[src/rtl/spi_master.sv]
// rtl/spi_master.sv - mode-0 SPI master, MSB first, all pin and host outputs registered
// One FSM walks SETUP/HIGH/LOW/HOLD/GAP; each state visit lasts CLK_DIV clocks.
module spi_master #(
  parameter int CLK_DIV = 4,
  parameter int WIDTH   = 8
) (
  input  logic             clk,
  input  logic             reset,
  input  logic             start,
  input  logic [WIDTH-1:0] txData,
  output logic             busy,
  output logic             done,
  output logic [WIDTH-1:0] rxData,
  output logic             cs,
  output logic             sck,
  output logic             mosi,
  input  logic             miso
);
  localparam int BW = (WIDTH > 1) ? $clog2(WIDTH) : 1;
  localparam logic [7:0]    DIV_LAST = 8'(CLK_DIV - 1);
  localparam logic [BW-1:0] BIT_LAST = BW'(WIDTH - 1);

  typedef enum logic [2:0] {IDLE, SETUP, HIGH, LOW, HOLD, GAP} state_t;

  state_t           state;
  logic [7:0]       half_cnt;
  logic [BW-1:0]    bit_cnt;
  logic [WIDTH-1:0] tx_shift;
  logic [WIDTH-1:0] tx_next;
  logic [WIDTH-1:0] rx_shift;
  logic             half_end;

  assign half_end = (half_cnt == DIV_LAST);
  // Once the last bit has been shifted out tx_next is all zero, so mosi drops to 0.
  assign tx_next  = tx_shift << 1;

  always_ff @(posedge clk) begin
    if (reset) begin
      state    <= IDLE;
      half_cnt <= '0;
      bit_cnt  <= '0;
      tx_shift <= '0;
      rx_shift <= '0;
      busy     <= 1'b0;
      done     <= 1'b0;
      rxData   <= '0;
      cs       <= 1'b1;
      sck      <= 1'b0;
      mosi     <= 1'b0;
    end else begin
      done <= 1'b0;
      if (state != IDLE)
        half_cnt <= half_end ? 8'd0 : half_cnt + 8'd1;

      case (state)
        IDLE: begin
          if (start) begin
            state    <= SETUP;
            busy     <= 1'b1;
            cs       <= 1'b0;
            tx_shift <= txData;
            mosi     <= txData[WIDTH-1];
            rx_shift <= '0;
            bit_cnt  <= '0;
            half_cnt <= '0;
          end
        end
        SETUP: begin
          if (half_end) begin
            state    <= HIGH;
            sck      <= 1'b1;
            rx_shift <= WIDTH'({rx_shift, miso});
          end
        end
        HIGH: begin
          if (half_end) begin
            state    <= LOW;
            sck      <= 1'b0;
            tx_shift <= tx_next;
            mosi     <= tx_next[WIDTH-1];
          end
        end
        LOW: begin
          if (half_end) begin
            if (bit_cnt == BIT_LAST) begin
              state <= HOLD;
            end else begin
              state    <= HIGH;
              bit_cnt  <= bit_cnt + 1'b1;
              sck      <= 1'b1;
              rx_shift <= WIDTH'({rx_shift, miso});
            end
          end
        end
        HOLD: begin
          if (half_end) begin
            state  <= GAP;
            cs     <= 1'b1;
            done   <= 1'b1;
            rxData <= rx_shift;
          end
        end
        GAP: begin
          if (half_end) begin
            state <= IDLE;
            busy  <= 1'b0;
          end
        end
        default: state <= IDLE;
      endcase
    end
  end
endmodule
[config.mk]
export PLATFORM = sky130hd
export DESIGN_NAME = spi_master
export DESIGN_NICKNAME = d
export VERILOG_FILES = /design/src/rtl/spi_master.sv
export SDC_FILE = /design/constraint.sdc
export NUM_CORES = 1
export LEC_CHECK = 0
export BUFFER_PORTS_ARGS = -buffer_cell sky130_fd_sc_hd__buf_2
export CORE_ASPECT_RATIO = 0.5
export CORE_UTILIZATION = 60
export DETAILED_ROUTE_END_ITERATION = 6
export HOLD_SLACK_MARGIN = 0.03
export PLACE_DENSITY = 0.81
export SLEW_MARGIN = 40
export SYNTH_ARGS = -nofsm -noshare
export SYNTH_HDL_FRONTEND = slang
export SYNTH_SLANG_ARGS = --single-unit
[constraint.sdc]
create_clock -name clk -period 3.6 [get_ports clk]
set_clock_uncertainty 0.1 [all_clocks]
set_input_delay 0.18 -clock clk [delete_from_list [all_inputs] [get_ports clk]]
set_output_delay 0.18 -clock clk [all_outputs]
set_load 0.005 [all_outputs]
==> Word-level counts from Yosys, hierarchy flattened <==
Cells that the tools add are included.
{ "totals": {"ff_bits": 42, "inputBits": 12, "output_inout_bits": 13, "wordCells": 82} }
{ "classes": {"n_addsub": 2, "eq_ne": 14, "mux": 37, "bitwise_logic": 1, "reduce_logical": 17} }
{ "ops": {"columns": ["op", "count"], "rows": [
  ["$mux W8", 8],
  ["$mux W3", 10],
  ["$pmux W8 S3", 1],
  ["$pmux W3 S6", 1],
  ["$mux W7", 2],
  ["$ne A2 B2 Y1 const B", 7],
  ["$pmux W7 S2", 1],
  ["$reduce_and A5 Y1", 2],
  ["$eq A3 B3 Y1 const B", 3],
  ["$mux W1", 9],
  ["$reduce_and A3 Y1", 3],
  ["$reduce_bool A3 Y1", 3],
  ["$add A8 B1 Y8 const B", 1],
  ["$eq A8 B2 Y1 const B", 1],
  ["$reduce_bool A2 Y1", 4],
  ["$eq A3 B2 Y1 const B", 2],
  ["$pmux W1 S2", 3],
  ["$pmux W3 S2", 1],
  ["$reduce_and A6 Y1", 1],
  ["$reduce_and A4 Y1", 1],
  ["$add A3 B1 Y3 const B", 1],
  ["$eq A3 B1 Y1 const B", 1],
  ["$logic_not A3 Y1", 1],
  ["$pmux W1 S3", 1],
  ["3 further kinds", 3]
]} }

==> Depth between registers and ports, before layout <==
{ "logic_depth": {"depth_word": 5, "depth_mapped": 6, "mapped_depth_nobuf": 6} }

==> Worst setup path before layout <==
No wires, ideal clock.
{ "synth_timing": {"kind": "reg-to-reg", "startpoint": "register half_cnt[0]", "endpoint": "register state[2]", "setup_ns": 0.070, "arrival_ns": 1.724, "required_time_ns": 3.430, "setup_slack_ns": 1.705, "path_stages_with_launch": 6, "path_buffers": 0, "synth_period_minus_slack_ns": 1.895, "path_cell_list": "dfxtp_1 > ha_1 > nor4b_4 > nand3_4 > or4b_1 > a21oi_1"} }
{ "synth_via": {"elab_chain_len": 3, "elab_cells_between_ends": 7, "classes_between": "eq/ne (6); reduce/logical (1)"} }
{ "synth_rtl": {"columns": ["element", "line_no", "text"], "rows": [
  ["from (decl)", "26", "logic [7:0] half_cnt;"],
  ["from (signal assigned)", "53", "half_cnt <= half_end ? 8'd0 : half_cnt + 8'd1;"],
  ["$eq A8 B2 Y1 *", "33", "assign half_end = (half_cnt == DIV_LAST);"],
  ["$ne A2 B2 Y1 (no source line)", null, null],
  ["$reduce_and A6 Y1 (no source line) *", null, null],
  ["to (signal assigned)", "39", "state <= IDLE;"],
  ["to (signal assigned)", "58", "state <= SETUP;"],
  ["to (signal assigned)", "70", "state <= HIGH;"],
  ["to (decl)", "25", "state_t state;"]
]} }
Mark *: on every way between the ends. The rest lies on a longest branch, timed or not.
A chain may end at the register's enable or synchronous reset.

==> Worst setup path in the final report <==
{ "layout_timing": {"startpoint": "register half_cnt[0]", "endpoint": "register rxData[2]"} }
{ "layout_via": {"elab_chain_len": 2} }
{ "layout_rtl": {"columns": ["element", "line_no", "text"], "rows": [
  ["$eq A8 B2 Y1", "33", null],
  ["$reduce_and A2 Y1 (no source line)", null, null],
  ["to (signal assigned)", "100", "rxData <= rx_shift;"],
  ["to (decl)", "13", "output logic [WIDTH-1:0] rxData,"]
]} }
No other way between the ends.

==> results by group <==
Critical path
  • Worst endpoint data arrival time: 2440 ps
  • Worst setup SP type: flop
  • Crit path capture type: flop
  • R2R Path End: rxData[2]
  • Worst path max stage delay: 600 ps
  • Req. time, crit path: 3660 ps
  • Crit path max-delay family: simple AND/OR/NAND/NOR gates
  • Reg2reg start: half_cnt[0]
  • Worst R2R Path Depth: 5
  • Critical path buffers and inverters: 0
  • Setup CP Type: flop to flop
  • Crit path cell chain: ha_1 -> nor4b_4 -> nand4_1 -> mux2i_1 -> nor2_1
  • Worst path slowest cell: nand4_1
  • FF-to-FF setup slack: 1220 ps
  • Critical path depth: 5
  • Worst-path maximum fanout: 10

Global route
  • Gr ovfl total: 0
  • Vias in the first global route: 1339
  • Initial antenna violation count: 0
  • Largest net degree at the start of global routing: 37
  • GRT Util Overall: 0.230
  • First-pass GRT wire length: 5960 um

Yosys
  • Leading area contributor after synthesis: dfxtp_1
  • Sequential area share after synthesis: 0.447
  • Mux contribution to synthesized area: 0.0904
  • Post-synthesis simple-gate area fraction: 0.219
  • Synth Area in Adders: 0.0199
  • Synth cell count leaders: dfxtp_1, nor2_1, mux2i_1, a21oi_1
  • Post-synthesis cell type count: 43
  • YS warnings: 0
  • Post-synth EDFFs: 0
  • Synth Area in Compound Gates: 0.192
  • Synth Area in XOR/XNOR: 0
  • Primary FF master, synth: dfxtp_1
  • Async SR Flop Fraction: 0
  • Most common cell in the netlist: dfxtp_1
  • Largest family of logic cells by synthesized area: simple AND/OR/NAND/NOR gates
  • Post-synth top area share: 0.447
  • Mapped Area: 0.00188 mm^2
  • Flops & latches, synth: 42
  • Post-synthesis net count: 211
  • Syn Area/Cell: 9.61 um^2
  • Synth top area cells: dfxtp_1, mux2i_1, nor2_1
  • Syn Inst Count: 196

Floorplan
  • Core area: 0.00278 mm^2
  • Initial Util: 0.677
  • Die X: 81.2 um
  • Die area: 0.00338 mm^2
  • Rows: 13
  • Ports: 25
  • Die Y: 41.6 um

Timing
  • RSZ-0062 raised after global routing: no
  • Period utilisation layout: 0.661
  • Endpoints failing hold: 0
  • Max Slew Vio Count: 0
  • Final Critical Period: 2380 ps
  • Setup_tns: 0 ps
  • Least-Margin Pin Slew: 649 ps
  • Relative slew slack: 0.567
  • Final setup violation count: 0
  • Fmax: 420 MHz

Hold path
  • Min-Delay Startpoint: txData[0]
  • Hold Crit Depth: 3
  • Worst hold path class: primary input to flop
  • Min-Delay Endpoint: tx_shift[0]

Power
  • P per Cell Area: 405 mW/mm^2
  • Leakage: 0.869 nW
  • Worst VDD drop: 0.301 mV
  • Pwr Total: 0.857 mW

CTS
  • CTS tree: built
  • Postcts setup bufs: 0
  • Clock Path Buffers: 2
  • Clk Latency, worst-skew pair: 290 ps
  • Clock transition at the registers of the reported paths: 80 ps
  • PostCTS Resize Cnt: 0
  • CTS sink cnt: 42
  • Max H-tree Level: 2
  • CTS buffer count: 5
  • Clock root cell: clkbuf_8

Place
  • Post-DP HPWL: 2400 um
  • Number of port buffers: 24
  • RD Place Congestion: 0.807

Route
  • Residual DRC: 0
  • Detailed-route via count: 1561
  • Total routed wirelength: 3610 um
  • DRT antenna net count: 0
  • Routed vias/inst: 6.10
  • WL per Instance: 14.1 um
  • Drt first pass iters: 5
  • DR iter-0 viols: 75

Finish
  • # nets final: 233
  • Share of layout cells above drive strength 1: 0.187
  • Area Overhead vs Synth: 12.4%
  • Number of diodes: 0

Run status
  • Status: finished clean

Job
  • Max Cap Viol: 0
sequential cells by signal, summed over array words and instances (netlist names):
signal / cells
tx_shift: 7
half_cnt: 8
mosi: 1
rx_shift: 8
busy: 1
cs: 1
state: 3
bit_cnt: 3
rxData: 8
done: 1
sck: 1
cell usage in the layout (no fill, tap or decap), types with 6 or more instances in the layout:
| cell | instances |
|---|---|
| a22o_1 | 8 |
| nor2_1 | 25 |
| nand2_1 | 7 |
| a211oi_1 | 8 |
| a21oi_1 | 16 |
| dfxtp_1 | 42 |
| clkbuf_8 | 6 |
| mux2i_1 | 17 |
| o21ai_0 | 8 |
| buf_2 | 24 |
layer usage:
metal	up-vias	share of wire	routed length (um)	GRT usage
met5	-	0	0	0
met4	0	0.0053	19	0.0536
met3	7	0.054	195	0.0725
met2	49	0.46	1640	0.378
met1	728	0.48	1750	0.295
li1	777	-	-	-
tightest hold or removal path: cells and delay by family:
| family | cells | cell delay, ps |
|---|---|---|
| AND/OR/NAND/NOR | 1 | 90 |
| buffers and inverters | 1 | 70 |
| AO/OA/AOI/OAI | 1 | 70 |
report_power, final:
part / total (mW) / leakage (nW) / internal, mW / switching, mW
Combinational: 0.0596 / 0.481 / 0.0251 / 0.0345
Sequential: 0.485 / 0.341 / 0.476 / 0.00973
Clock: 0.312 / 0.0472 / 0.154 / 0.158
cell families after synthesis:
group / after synthesis
simple gates: 66
fa+ha+maj: 3
flops: 42
buf+inv: 14
mux: 17
compound gates: 54
metrics by stage:
step,setup WS [ps],area [um^2],utilization,hold slack (ps),std cells
2_1_floorplan,1710,1880,-,206,196
3_3_place_gp,1340,2010,0.722,304,247
3_5_place_dp,1240,2010,0.722,307,247
4_1_cts,1220,2110,0.759,59.5,256
5_1_grt,1040,2120,0.761,68.9,256
6_report,1220,2120,0.761,61.9,256
layout make-up:
type / count / area, um^2
Timing Repair Buffer: 26 / 138
Clock inverter: 2 / 12.5
Tap cell: 37 / 46.3
Clock buffer: 6 / 82.6
Inverter: 3 / 11.3
Multi-Input combinational cell: 140 / 986
Fill cell: 185 / 664
Sequential cell: 42 / 841
worst max path at each step:
| stage | startpoint | to | slack, ps |
|---|---|---|---|
| after floorplan | half_cnt[0] | state[2] | 1710 |
| after global placement | half_cnt[0] | rxData[0] | 1340 |
| after detailed placement | half_cnt[0] | rxData[2] | 1240 |
| after CTS | half_cnt[0] | rxData[2] | 1220 |
| after global routing | half_cnt[0] | rxData[2] | 1040 |
| final | half_cnt[0] | rxData[2] | 1220 |
what timing repair did:
item,in CTS,in global routing
endpoints found under the setup margin,0,0
hold endpoints to repair,1,0
hold buffers,1,0
(Power assumes the default switching activity.)
